--- src/rtl/misalign_splitter.sv ---
// Misaligned-access splitter between the MEM stage and the load/store buffer.
// Aligned requests pass through combinationally. A misaligned load becomes two
// aligned word loads whose data is merged, shifted and extended here. A
// misaligned store becomes a series of byte stores. Only one downstream
// transaction is ever outstanding.
module misalign_splitter #(
  parameter int unsigned XLEN             = 32,
  parameter bit          ALLOW_MISALIGNED = 1'b1
) (
  input  logic            clk_i,
  input  logic            rst_ni,
  input  logic            flush_i,
  input  logic            up_valid_i,
  input  logic [XLEN-1:0] up_addr_i,
  input  logic            up_rw_i,
  input  logic [1:0]      up_size_i,
  input  logic [XLEN-1:0] up_data_i,
  input  logic            up_sign_i,
  output logic            up_ready_o,
  output logic            up_rsp_valid_o,
  output logic [XLEN-1:0] up_rsp_data_o,
  output logic            misalign_fault_o,
  output logic            down_valid_o,
  output logic [XLEN-1:0] down_addr_o,
  output logic            down_rw_o,
  output logic [1:0]      down_size_o,
  output logic [XLEN-1:0] down_data_o,
  output logic            down_sign_o,
  input  logic            down_ready_i,
  input  logic            down_rsp_valid_i,
  input  logic [XLEN-1:0] down_rsp_data_i
);

  localparam logic [1:0] SZ_BYTE = 2'd1;
  localparam logic [1:0] SZ_HALF = 2'd2;
  localparam logic [1:0] SZ_WORD = 2'd3;

  typedef enum logic [2:0] {
    IDLE, LD_LO, WT_LO, LD_HI, WT_HI, ST_ISS, ST_WT, DRAIN
  } state_e;

  state_e          state_q, state_d;
  logic [XLEN-1:0] addr_q, addr_d;
  logic [XLEN-1:0] data_q, data_d;
  logic [XLEN-1:0] lo_q, lo_d;
  logic [1:0]      size_q, size_d;
  logic [1:0]      cnt_q, cnt_d;
  logic            sign_q, sign_d;
  logic            rw_q, rw_d;

  logic            up_misaligned;
  logic [XLEN-1:0] base_addr;
  logic [XLEN-1:0] merged_word;
  logic [XLEN-1:0] load_result;
  logic [7:0]      store_byte;
  logic [1:0]      last_cnt;

  // Datapath helpers: misalignment detect, word merge/extend, store byte select.
  always_comb begin
    up_misaligned = ((up_size_i == SZ_HALF) && up_addr_i[0]) ||
                    ((up_size_i == SZ_WORD) && (up_addr_i[1:0] != 2'b00));
    base_addr     = {addr_q[XLEN-1:2], 2'b00};
    merged_word   = XLEN'({down_rsp_data_i, lo_q} >> {addr_q[1:0], 3'b000});
    if (size_q == SZ_HALF) begin
      load_result = {{(XLEN-16){sign_q & merged_word[15]}}, merged_word[15:0]};
    end else begin
      load_result = merged_word;
    end
    store_byte = 8'(data_q >> {cnt_q, 3'b000});
    last_cnt   = (size_q == SZ_HALF) ? 2'd1 : 2'd3;
  end

  // Next-state and output logic; outputs are forced low while reset is asserted.
  always_comb begin
    // NOTE: every signal written here gets a default first so no path can infer a latch.
    state_d          = state_q;
    addr_d           = addr_q;
    data_d           = data_q;
    lo_d             = lo_q;
    size_d           = size_q;
    cnt_d            = cnt_q;
    sign_d           = sign_q;
    rw_d             = rw_q;
    up_ready_o       = 1'b0;
    up_rsp_valid_o   = 1'b0;
    up_rsp_data_o    = '0;
    misalign_fault_o = 1'b0;
    down_valid_o     = 1'b0;
    down_addr_o      = '0;
    down_rw_o        = 1'b0;
    down_size_o      = 2'b00;
    down_data_o      = '0;
    down_sign_o      = 1'b0;

    unique case (state_q)
      IDLE: begin
        if (up_valid_i && up_misaligned) begin
          // A misaligned request during a flush is simply not taken.
          if (!flush_i) begin
            up_ready_o = 1'b1;
            if (ALLOW_MISALIGNED) begin
              addr_d  = up_addr_i;
              data_d  = up_data_i;
              size_d  = up_size_i;
              sign_d  = up_sign_i;
              rw_d    = up_rw_i;
              cnt_d   = 2'd0;
              state_d = up_rw_i ? ST_ISS : LD_LO;
            end else begin
              misalign_fault_o = 1'b1;
            end
          end
        end else begin
          down_valid_o   = up_valid_i;
          down_addr_o    = up_addr_i;
          down_rw_o      = up_rw_i;
          down_size_o    = up_size_i;
          down_data_o    = up_data_i;
          down_sign_o    = up_sign_i;
          up_ready_o     = down_ready_i;
          up_rsp_valid_o = down_rsp_valid_i && !flush_i;
          up_rsp_data_o  = down_rsp_data_i;
          // A request that slips out with the flush still owes a response.
          if (flush_i && up_valid_i && down_ready_i) state_d = DRAIN;
        end
      end

      LD_LO, LD_HI: begin
        down_valid_o = 1'b1;
        down_addr_o  = (state_q == LD_LO) ? base_addr : base_addr + XLEN'(4);
        down_size_o  = SZ_WORD;
        if (down_ready_i) begin
          if (flush_i)                state_d = DRAIN;
          else if (state_q == LD_LO)  state_d = WT_LO;
          else                        state_d = WT_HI;
        end else if (flush_i) begin
          state_d = IDLE;
        end
      end

      WT_LO: begin
        if (flush_i) begin
          state_d = down_rsp_valid_i ? IDLE : DRAIN;
        end else if (down_rsp_valid_i) begin
          lo_d    = down_rsp_data_i;
          state_d = LD_HI;
        end
      end

      WT_HI: begin
        if (flush_i) begin
          state_d = down_rsp_valid_i ? IDLE : DRAIN;
        end else if (down_rsp_valid_i) begin
          up_rsp_valid_o = 1'b1;
          up_rsp_data_o  = load_result;
          state_d        = IDLE;
        end
      end

      ST_ISS: begin
        down_valid_o = 1'b1;
        down_addr_o  = addr_q + XLEN'(cnt_q);
        down_rw_o    = rw_q;
        down_size_o  = SZ_BYTE;
        down_data_o  = XLEN'(store_byte);
        if (down_ready_i) begin
          state_d = flush_i ? DRAIN : ST_WT;
        end else if (flush_i) begin
          state_d = IDLE;
        end
      end

      ST_WT: begin
        if (flush_i) begin
          state_d = down_rsp_valid_i ? IDLE : DRAIN;
        end else if (down_rsp_valid_i) begin
          if (cnt_q == last_cnt) begin
            up_rsp_valid_o = 1'b1;
            state_d        = IDLE;
          end else begin
            cnt_d   = cnt_q + 2'd1;
            state_d = ST_ISS;
          end
        end
      end

      DRAIN: begin
        if (down_rsp_valid_i) state_d = IDLE;
      end

      default: state_d = IDLE;
    endcase

    if (!rst_ni) begin
      up_ready_o       = 1'b0;
      up_rsp_valid_o   = 1'b0;
      up_rsp_data_o    = '0;
      misalign_fault_o = 1'b0;
      down_valid_o     = 1'b0;
      down_addr_o      = '0;
      down_rw_o        = 1'b0;
      down_size_o      = 2'b00;
      down_data_o      = '0;
      down_sign_o      = 1'b0;
    end
  end

  // State and latched-request registers.
  always_ff @(posedge clk_i or negedge rst_ni) begin
    // NOTE: non-blocking assignments so every register samples pre-edge values.
    if (!rst_ni) begin
      state_q <= IDLE;
      addr_q  <= '0;
      data_q  <= '0;
      lo_q    <= '0;
      size_q  <= 2'b00;
      cnt_q   <= 2'd0;
      sign_q  <= 1'b0;
      rw_q    <= 1'b0;
    end else begin
      state_q <= state_d;
      addr_q  <= addr_d;
      data_q  <= data_d;
      lo_q    <= lo_d;
      size_q  <= size_d;
      cnt_q   <= cnt_d;
      sign_q  <= sign_d;
      rw_q    <= rw_d;
    end
  end

endmodule
--- config.mk ---
export PLATFORM = sky130hd
export DESIGN_NAME = misalign_splitter
export DESIGN_NICKNAME = d
export VERILOG_FILES = /design/src/rtl/misalign_splitter.sv
export SDC_FILE = /design/constraint.sdc
export NUM_CORES = 1
export LEC_CHECK = 0
export CORE_ASPECT_RATIO = 0.75
export CORE_UTILIZATION = 54
export CTS_CLUSTER_DIAMETER = 150
export DETAILED_ROUTE_END_ITERATION = 8
export GPL_TIMING_DRIVEN = 0
export PLACE_DENSITY = 0.95
export SYNTH_ARGS = -nofsm -noshare
export SYNTH_HDL_FRONTEND = slang
export SYNTH_SLANG_ARGS = --single-unit
--- constraint.sdc ---
create_clock -name clk_i -period 7.24 [get_ports clk_i]
set_input_delay 1.448 -clock clk_i [delete_from_list [all_inputs] [get_ports clk_i]]
set_output_delay 1.448 -clock clk_i [all_outputs]
set_load 0.02 [all_outputs]
### After elaboration in Yosys (flattened, before gate mapping)

Cells that the tools add are included.
Widths: inputs -> output; s select.

| operators by class | value |
|---|---|
| add/sub/neg operators | 3 |
| equality and inequality tests | 20 |
| shift-type cells | 2 |
| mux-type cells | 63 |
| bitwise gates (word level) | 2 |
| reduce and logical (&&, ||, !) cells | 17 |

Operators by type and width:

| cell | number |
|---|---|
| $mux 32 | 10 |
| $pmux 32 s2 | 2 |
| $pmux 32 s3 | 1 |
| $shr 64x5->32 | 1 |
| $mux 3 | 17 |
| $add 32x2->32 | 1 |
| $add 32x3->32 const B | 1 |
| $shr 32x5->8 | 1 |
| $pmux 3 s7 | 1 |
| $mux 1 | 19 |
| $mux 2 | 8 |
| $eq 3x3->1 const B | 4 |
| $ne 3x3->1 const B | 4 |
| $ne 2x2->1 const B | 5 |
| $eq 2x2->1 const B | 3 |
| $eq 3x2->1 const B | 2 |
| $logic_and 1x1->1 | 6 |
| $pmux 2 s3 | 1 |
| $reduce_and 3->1 | 2 |
| $reduce_and 6->1 | 1 |
| $pmux 1 s2 | 2 |
| $pmux 2 s2 | 1 |
| $reduce_and 4->1 | 1 |
| $reduce_bool 2->1 | 2 |
| other kinds (11) | 11 |

| word-level totals | value |
|---|---|
| register bits | 105 |
| bits of input ports | 106 |
| output and inout port bits | 104 |
| logic and storage cells | 115 |

### Longest topological paths before layout

Gate-level depths: netlist of the first run.

| logic depth | value |
|---|---|
| word-level depth | 8 |
| depth in mapped cells | 8 |
| mapped depth without buffers | 7 |

### Worst setup path before layout of the first run

OpenSTA, ideal clock, no wires.

| timing | value |
|---|---|
| kind | input to output |
| start | input flush_i |
| end | output up_rsp_data_o[29] |
| data arrival time | 2.956 ns |
| data required time | 5.792 ns |
| setup slack | 2.836 ns |
| stages | 6 |
| path buffers | 2 |
| cells stage by stage | buf_2 > nor4b_4 > a21boi_1 > buf_2 > o21ai_0 > a21oi_1 |

| on the way | value |
|---|---|
| word-level cells in the longest chain between the ends | 3 |

RTL lines:

| element | line | source |
|---|---|---|
| start: declaration | 12 | `input logic flush_i,` |
| $mux 32 | 151 | `if (flush_i) begin` |
| $pmux 32 s2 | 95 | `unique case (state_q)` |
| $mux 32 | 194 | `if (!rst_ni) begin` |
| end: declaration | 21 | `output logic [XLEN-1:0] up_rsp_data_o,` |

Every way passes these cells.

### Worst setup path after layout of the first run

| timing | value |
|---|---|
| start | input rst_ni |
| end | output down_data_o[29] |

| on the way | value |
|---|---|
| word-level cells in the longest chain between the ends | 1 |

RTL lines:

| element | line | source |
|---|---|---|
| start: declaration | 11 | `input logic rst_ni,` |
| $mux 32 | 194 |  |
| end: declaration | 27 | `output logic [XLEN-1:0] down_data_o,` |

Every way passes these cells.

==> impl_metrics.json, run 1 <==
{
  "path_max_fanout": 72,
  "cts_buffers": 9,
  "viasPerCell": 6.69,
  "grt_usage": 0.390,
  "ioPinCount": 210,
  "period_share": 0.863,
  "nNetsFinal": 1156,
  "synth_edf_count": 0,
  "dpl_cell_area_mm2": 0.0104,
  "slew_violations": 0,
  "grt_pass1_wl_mm": 44.8,
  "max_cap_violations": 0,
  "grt_pass1_vias": 8134,
  "synth_ff_type": "dfrtp_1",
  "synth.net_count": 938,
  "synth_top_area_cell": "dfrtp_1",
  "final_common_cell": "clkdlybuf4s50_1",
  "clockBufferDepth": 2,
  "synth_seq_area_share": 0.326,
  "area_delta_synth_final_pct": 33.0,
  "design_area_mm2": 0.0107,
  "final_cell_mix": "clkdlybuf4s50_1 (205), dfrtp_1 (105), mux2_2 (94), nand2_1 (68)",
  "root_buffer": "clkbuf_16",
  "required_ns": 5.79,
  "synth_top_area_frac": 0.326,
  "cp-end-kind": "output port",
  "powerDensity_mw_per_mm2": 343,
  "yosys.area_share.simple": 0.177,
  "dp_hpwl_mm": 21.6,
  "post-route-min-period_ns": 6.25,
  "wl_mm": 29.2,
  "drtAntennaViolNets": 0,
  "clkTransAtPathRegs_ns": 0.08,
  "clk_latency_ns": 0.36,
  "ctsResizeCount": 0,
  "fin_tns_setup_ns": 0,
  "yosysWarnings": 0,
  "worstPathArrival_ns": 4.80,
  "firstDrtPassIters": 6,
  "core_area_mm2": 0.0145,
  "syn_area_mm2": 0.00806,
  "synth_top_family_by_area": "multiplexers",
  "min_path_type": "reg2reg",
  "leakagePower_nw": 4.05,
  "hold_viol": 0,
  "path_class": "in2out",
  "fin_skew_ns": 0.0131,
  "drive_above_1_share": 0.195,
  "grt_max_degree": 73,
  "synth_fa_ha_area_frac": 0.00714,
  "rsz0062_at_grt": "no",
  "synth_area_per_cell_um2": 9.73,
  "place_congestion": 1.02,
  "hold_buffers": 0,
  "setup_viol": 0,
  "start_util": 0.556,
  "die-area_mm2": 0.0154,
  "netlist_instances": 828,
  "synth_compound_area_frac": 0.167,
  "grt_remaining_overflow": 0,
  "status": "finished, final reports clean",
  "yosys.area_share.xor_xnor": 0.0228,
  "synth_mux_area_frac": 0.249,
  "drcViolationCount": 0,
  "die_w_um": 143,
  "vias": 8377,
  "synthArstFlopShare": 1.00,
  "post-cts-setup-buffers": 0,
  "max_slew_margin": 0.226,
  "synth_seq_cells": 105,
  "wl_per_cell_um": 23.3,
  "h-tree-depth": 3,
  "irDropWorstVdd_mv": 0.189,
  "worstMarginPinSlew_ns": 1.16,
  "die_h_um": 108,
  "reg2reg_depth": 6,
  "cts.sinks": 105,
  "cp-start-kind": "input pin",
  "drt_iter0_markers": 1148,
  "numPortBuffers": 206,
  "cts_tree": "yes",
  "synth.distinct_cells": 76,
  "fmax_mhz": 160,
  "num_rows": 38,
  "min_delay_path_depth": 1,
  "synth.area.top_cells": "dfrtp_1 (33%), mux2_2 (13%), mux4_2 (11%)",
  "antenna_found_initial": 1
}
[flip-flops by register name, indices dropped and copies added, names as in the netlist]
register / flops
cnt_q: 2
lo_q: 32
data_q: 32
rw_q: 1
state_q: 3
sign_q: 1
addr_q: 32
size_q: 2
[Yosys cell counts (all sizes together), types with 3 or more instances]
library cell / number
a211oi: 6
a21boi: 5
a21o: 3
a21oi: 53
a221oi: 3
a22oi: 39
a31oi: 13
a32oi: 3
and2: 30
and3: 5
and4: 5
buf: 44
clkbuf: 33
dfrtp: 105
ha: 3
inv: 11
mux2: 94
mux2i: 5
mux4: 40
nand2: 69
nand3: 15
nand4: 11
nor2: 53
nor2b: 3
nor3: 26
nor3b: 6
nor4: 16
o211a: 3
o21a: 7
o21ai: 48
o31a: 4
or2: 3
or3: 6
or4: 6
xnor2: 6
xor2: 15
[critical path, cell delays in order]
cell and delay [ns]:
buf_4 0.43, buf_16 0.37, nand2_1 0.30, nor3b_1 0.99, clkbuf_1 0.38, and2_1 0.20, clkdlybuf4s50_1 0.61
[path summary, 6_finish.rpt]
check / startpoint / to / slack [ns]
max in group asynchronous: rst_ni / addr_q[14] / 5.43
worst min-delay path: size_q[1] / size_q[1] / 0.48
worst max register to register: state_q[2] / addr_q[1] / 4.82
worst max-delay path: rst_ni / down_data_o[29] / 0.99
min in group asynchronous: rst_ni / data_q[9] / 1.06
worst min register to register: size_q[1] / size_q[1] / 0.48
[per-layer routing]
metal / share of wire / track usage / vias up
li1: - / - / 3562
met4: 0.034 / 0.141 / 0
met3: 0.13 / 0.115 / 106
met5: 0 / 0 / -
met1: 0.39 / 0.527 / 4031
met2: 0.45 / 0.594 / 678
[metrics by stage]
step	instances	hold slack (ns)	total power, mW	utilization	setup WS [ns]
finish	1252	0.476	3.68	0.739	0.992
global route	1252	0.513	3.85	0.739	0.727
CTS	1251	0.481	3.62	0.739	0.968
detailed placement	1235	0.463	3.08	0.717	0.977
global placement	1234	0.444	3.01	0.715	-3.42
floorplan	828	0.431	2.39	-	2.84
[final cells by class]
| type | instances | area (um^2) |
|---|---|---|
| plain buffers | 77 | 362 |
| fillers | 1066 | 3780 |
| clock buffers | 9 | 225 |
| clock inverters | 7 | 93.8 |
| repair buffers | 207 | 2090 |
| well taps | 200 | 250 |
| multi-input cells | 635 | 5030 |
| inverters | 11 | 41.3 |
| diodes | 1 | 2.50 |
| flip-flops and latches | 105 | 2630 |
[where the power goes]
part           switching (mW)  leakage (nW)  internal (mW)
logic                    1.10          2.56          0.949
clock network           0.273         0.154          0.252
registers               0.255          1.33          0.848
total                    1.63          4.05           2.05
[logic make-up (layout without fill, tap and decap cells)]
group,Yosys count,in the layout
and+or+nand+nor,262,262
AOI/OAI and AO/OA,208,208
muxes,139,139
DFF,105,105
buffers and inverters,88,311
xor gates and xnor gates,21,21
adders and majority gates,4,4
other,1,2
Note: power is estimated with default switching activity, not from simulation.
==> run 2, diff against run 1 <==
--- a/config.mk
+++ b/config.mk
@@ -6,11 +6,11 @@
 export NUM_CORES = 1
 export LEC_CHECK = 0
 export CORE_ASPECT_RATIO = 0.75
-export CORE_UTILIZATION = 54
+export CORE_UTILIZATION = 50
 export CTS_CLUSTER_DIAMETER = 150
 export DETAILED_ROUTE_END_ITERATION = 8
 export GPL_TIMING_DRIVEN = 0
-export PLACE_DENSITY = 0.95
+export PLACE_DENSITY = 0.91
 export SYNTH_ARGS = -nofsm -noshare
 export SYNTH_HDL_FRONTEND = slang
 export SYNTH_SLANG_ARGS = --single-unit
==> constraint.sdc (replaced) <==
create_clock -name clk_i -period 5.75 [get_ports clk_i]
set_input_delay 1.15 -clock clk_i [delete_from_list [all_inputs] [get_ports clk_i]]
set_output_delay 1.15 -clock clk_i [all_outputs]
set_load 0.02 [all_outputs]
==> run 2 against run 1 <==
  * Global-route usage down 3.3 points
  * Final cell count rose by 0.32%
  * Critical path depth grew 1
  * Non-clock buffer count unchanged
  * Clock skew is 0.0063 ns lower
  * Sequential share of layout area barely moved
  * Largest cell class unchanged
  * Largest power group unchanged
  * Highest routed layer unchanged
==> impl_metrics.json, run 2 (synthesized netlist as in run 1, its figures left out) <==
{
  "status": "finished, final reports clean",
  "area_delta_synth_final_pct": 32.9,
  "grt_max_degree": 61,
  "cp_num_buf_inv": 4,
  "reg2reg_depth": 6,
  "min_delay_path_depth": 1,
  "dpl_cell_area_mm2": 0.0104,
  "min_path_type": "reg2reg",
  "drt_iter0_markers": 1078,
  "slowest_delay_ns": 0.64,
  "slew_violations": 0,
  "h-tree-depth": 3,
  "die-area_mm2": 0.0166,
  "path_max_fanout": 10,
  "cts_buffers": 9,
  "fmax_mhz": 184,
  "start_util": 0.521,
  "final_common_cell": "clkdlybuf4s50_1",
  "cp-end-kind": "output port",
  "antenna_found_initial": 0,
  "post-route-min-period_ns": 5.44,
  "grt_pass1_wl_mm": 45.2,
  "cts.sinks": 105,
  "diodes": 0,
  "dp_hpwl_mm": 21.7,
  "clockBufferDepth": 2,
  "whs_ns": 0.466,
  "grt_usage": 0.357,
  "core_area_mm2": 0.0155,
  "path_delay_family": "buffers and inverters",
  "setup_viol": 0,
  "wl_mm": 29.2,
  "irDropWorstVdd_mv": 0.193,
  "grt_pass1_vias": 8060,
  "clkTransAtPathRegs_ns": 0.08,
  "path_class": "in2out",
  "die_w_um": 149,
  "worstPathArrival_ns": 4.29,
  "nNetsFinal": 1156,
  "grt_remaining_overflow": 0,
  "numPortBuffers": 206,
  "place_congestion": 0.977,
  "r2r_slack_ns": 3.35,
  "hold_buffers": 0,
  "cp-start-kind": "input pin",
  "ioPinCount": 210,
  "required_ns": 4.60,
  "cp_cell_sequence": "clkdlybuf4s50_1, inv_1, nor4b_4, a21boi_2, buf_2, o21ai_0, a21oi_1, clkdlybuf4s50_1",
  "vias": 8322,
  "design_area_mm2": 0.0107,
  "leakagePower_nw": 4.04,
  "worstMarginPinSlew_ns": 0.983,
  "path_common_cell": "clkdlybuf4s50_1",
  "clk_latency_ns": 0.36,
  "firstDrtPassIters": 7,
  "num_rows": 39,
  "crit_cells": 8,
  "drtAntennaViolNets": 0,
  "rsz0062_at_grt": "no",
  "powerDensity_mw_per_mm2": 429,
  "reg_top3": "addr_q: 32 flops, data_q: 32 flops, lo_q: 32 flops",
  "die_h_um": 112,
  "worst_path_max_delay_cell": "clkdlybuf4s50_1",
  "drcViolationCount": 0,
  "fin_skew_ns": 0.00681,
  "viasPerCell": 6.63,
  "drive_above_1_share": 0.197,
  "max_cap_violations": 0,
  "root_buffer": "clkbuf_16",
  "max_slew_margin": 0.345,
  "wl_per_cell_um": 23.2,
  "final_cell_mix": "clkdlybuf4s50_1 (205), dfrtp_1 (105), mux2_2 (94), nand2_1 (68)",
  "cts_tree": "yes",
  "hold_viol": 0,
  "period_share": 0.946
}
## run 2: final timing paths
check                                      start                 to
worst max-delay path            down_rsp_valid_i  up_rsp_data_o[16]
worst min-delay path                   size_q[1]          size_q[1]
worst max register to register        state_q[2]         data_q[24]
worst min register to register         size_q[1]          size_q[1]
max in group asynchronous                 rst_ni          size_q[0]
min in group asynchronous                 rst_ni         addr_q[22]
## run 2: per-stage QoR
stage | setup WS [ns] | total power [mW] | std cells | util | TNS, ns
floorplan | 1.94 | 3.01 | 828 | - | 0
global placement | -4.22 | 3.79 | 1239 | 0.671 | -410.07
detailed placement | 0.174 | 3.89 | 1240 | 0.672 | 0
CTS | 0.180 | 4.53 | 1256 | 0.692 | 0
global route | 0.172 | 4.82 | 1256 | 0.692 | 0
finish | 0.308 | 4.59 | 1256 | 0.692 | 0
## run 2: timing repair
item | in CTS | in global routing
setup endpoints to repair | 0 | 2
resized for setup | 0 | 2
buffers inserted | 0 | 0
## run 2: power by group
group / total (mW) / internal, mW / leakage [nW] / switching [mW]
registers: 1.38 / 1.07 / 1.33 / 0.317
logic: 2.58 / 1.20 / 2.57 / 1.39
clock network: 0.630 / 0.307 / 0.145 / 0.323
total: 4.59 / 2.57 / 4.04 / 2.03
## run 2: routing by layer
metal / vias up / routed length, um / track usage
met4: 0 / 1030 / 0.150
met2: 665 / 12800 / 0.519
met5: - / 0 / 0
met1: 4001 / 11600 / 0.500
li1: 3563 / - / -
met3: 93 / 3760 / 0.0984
## run 2: area by class of cell
| type | instances | area (um^2) |
|---|---|---|
| multi-input cells | 635 | 5040 |
| fillers | 1160 | 4760 |
| flip-flops and latches | 105 | 2630 |
| repair buffers | 207 | 2090 |
| plain buffers | 77 | 362 |
| well taps | 205 | 256 |
| clock buffers | 9 | 225 |
| clock inverters | 7 | 72.6 |
| inverters | 11 | 41.3 |
==> run 3, diff against run 2 <==
--- a/config.mk
+++ b/config.mk
@@ -6,11 +6,11 @@
 export NUM_CORES = 1
 export LEC_CHECK = 0
 export CORE_ASPECT_RATIO = 0.75
-export CORE_UTILIZATION = 50
+export CORE_UTILIZATION = 45
 export CTS_CLUSTER_DIAMETER = 150
 export DETAILED_ROUTE_END_ITERATION = 8
 export GPL_TIMING_DRIVEN = 0
-export PLACE_DENSITY = 0.91
+export PLACE_DENSITY = 0.87
 export SYNTH_ARGS = -nofsm -noshare
 export SYNTH_HDL_FRONTEND = slang
 export SYNTH_SLANG_ARGS = --single-unit
==> constraint.sdc (replaced) <==
create_clock -name clk_i -period 4.55 [get_ports clk_i]
set_input_delay 0.91 -clock clk_i [delete_from_list [all_inputs] [get_ports clk_i]]
set_output_delay 0.91 -clock clk_i [all_outputs]
set_load 0.02 [all_outputs]
==> run 3 against run 2 <==
  * Sequential share of layout area is 0.47 points lower
  * Worst setup slack worse by 0.25 ns
  * Critical path depth stayed put
  * Clock power is 33% higher
  * Register-to-register slack worse by 1.2 ns
  * Global-route usage is 3.7 points lower
  * Clock-buffer cell count stayed put
  * Routed wire length is 0.58% higher
  * Largest cell class unchanged
  * Combinational power is 27% higher
  * Clock skew is 0.0067 ns higher
==> impl_metrics.json, run 3 (synthesized netlist as in run 1, its figures left out) <==
{
  "firstDrtPassIters": 7,
  "pre_cts_ws_ns": -0.735,
  "drt_iter0_markers": 959,
  "fmax_mhz": 223,
  "area_delta_synth_final_pct": 35.5,
  "dp_hpwl_mm": 21.5,
  "max_slew_margin": 0.349,
  "status": "finished, final reports clean",
  "max_cap_violations": 0,
  "grt_max_degree": 48,
  "path_class": "in2out",
  "grt_remaining_overflow": 0,
  "cp-start-kind": "input pin",
  "period_share": 0.987,
  "drtAntennaViolNets": 0,
  "place_congestion": 0.984,
  "post-route-min-period_ns": 4.49,
  "drcViolationCount": 0,
  "ioPinCount": 210,
  "start_util": 0.469,
  "cp-end-kind": "output port",
  "grt_pass1_wl_mm": 45.1,
  "cts.sinks": 105,
  "leakagePower_nw": 4.26,
  "worstMarginPinSlew_ns": 0.977,
  "final_common_cell": "clkdlybuf4s50_1",
  "vias": 8205,
  "cts_tree": "yes",
  "diodes": 0,
  "fin_tns_setup_ns": 0,
  "path_max_fanout": 10,
  "wl_mm": 29.3,
  "viasPerCell": 6.36,
  "numPortBuffers": 206,
  "clk_latency_ns": 0.37,
  "die-area_mm2": 0.0185,
  "min_path_type": "in2async",
  "cts_buffers": 9,
  "grt_usage": 0.320,
  "reg2reg_depth": 6,
  "powerDensity_mw_per_mm2": 537,
  "die_w_um": 157,
  "clkTransAtPathRegs_ns": 0.09,
  "core_area_mm2": 0.0172,
  "timing.final.ws_setup_ns": 0.0582,
  "rsz0062_at_grt": "yes",
  "root_buffer": "clkbuf_16",
  "grt_pass1_vias": 7961,
  "die_h_um": 118,
  "clockBufferDepth": 2,
  "fin_skew_ns": 0.0135,
  "final_cell_mix": "clkdlybuf4s50_1 (198), dfrtp_1 (105), mux2_2 (94), nand2_1 (68)",
  "hold_buffers": 0,
  "num_rows": 41,
  "antenna_found_initial": 0,
  "slew_violations": 0,
  "worstPathArrival_ns": 3.58,
  "nNetsFinal": 1160,
  "drive_above_1_share": 0.206,
  "setup_viol": 0,
  "required_ns": 3.64,
  "irDropWorstVdd_mv": 0.317,
  "reg_top3": "addr_q: 32 flops, data_q: 32 flops, lo_q: 32 flops",
  "wl_per_cell_um": 22.7,
  "h-tree-depth": 3,
  "hold_viol": 0
}
==> run 3: cell types whose count changed in the layout (fill, tap and decap cells not counted), moves of 2 or more <==
cell / delta
clkbuf_1: -6
buf_2: -4
dlymetal6s2s_1: +7
clkinv_2: -2
clkdlybuf4s50_1: -7
clkbuf_2: +5
clkbuf_4: +4
buf_4: +2
==> run 3: worst paths after layout <==
| path | start | to | slack (ns) |
|---|---|---|---|
| max in group asynchronous | rst_ni | lo_q[2] | 3.55 |
| hold reg to reg | size_q[1] | size_q[1] | 0.49 |
| setup / recovery | up_size_i[0] | down_size_o[0] | 0.06 |
| setup reg to reg | state_q[2] | data_q[11] | 2.15 |
| hold / removal | rst_ni | addr_q[25] | 0.39 |
| min in group clk_i | size_q[1] | size_q[1] | 0.49 |
==> run 3: repair_timing <==
item / CTS / global route
gates cloned: 1 / 0
pin swaps: 2 / 1
buffers inserted: 3 / 1
gates resized for setup: 7 / 22
setup endpoints to repair: 80 / 67
==> run 3: worst max-delay path, cell delays in order <==
cell and delay (ns):
clkdlybuf4s50_1 0.45, a21o_1 0.28, a31oi_2 0.39, clkbuf_4 0.32, clkbuf_4 0.30, a21oi_1 0.10
nor2_1 0.17, clkdlybuf4s50_1 0.64
==> run 3: per-layer routing <==
layer	vias up	global-route usage	wire, um
li1	3568	-	-
met3	68	0.0858	3370
met5	-	0	0
met2	565	0.463	12900
met4	0	0.111	895
met1	4004	0.458	12200
==> run 3: area by class of cell <==
type,instances,area (um^2)
Tap cell,236,295
Clock buffer,9,225
Sequential cell,105,2630
Timing Repair Buffer,212,2200
Fill cell,1434,6270
Multi-Input combinational cell,635,5060
Inverter,11,41.3
Buffer,76,374
Clock inverter,7,88.8
==> run 3: stage by stage <==
step	utilization	hold WS (ns)	instances	cell area (um^2)	power (mW)
6_report	0.635	0.391	1291	10900	5.86
5_1_grt	0.635	0.407	1291	10900	6.15
4_1_cts	0.631	0.448	1291	10800	5.77
3_5_place_dp	0.607	0.465	1271	10400	4.89
3_3_place_gp	0.606	0.445	1270	10400	4.78
2_1_floorplan	-	0.431	828	8060	3.81
==> run 3: where the power goes <==
| group | switching, mW | internal [mW] | total [mW] |
|---|---|---|---|
| Sequential | 0.393 | 1.35 | 1.74 |
| Combinational | 1.74 | 1.53 | 3.28 |
| Clock | 0.438 | 0.400 | 0.838 |
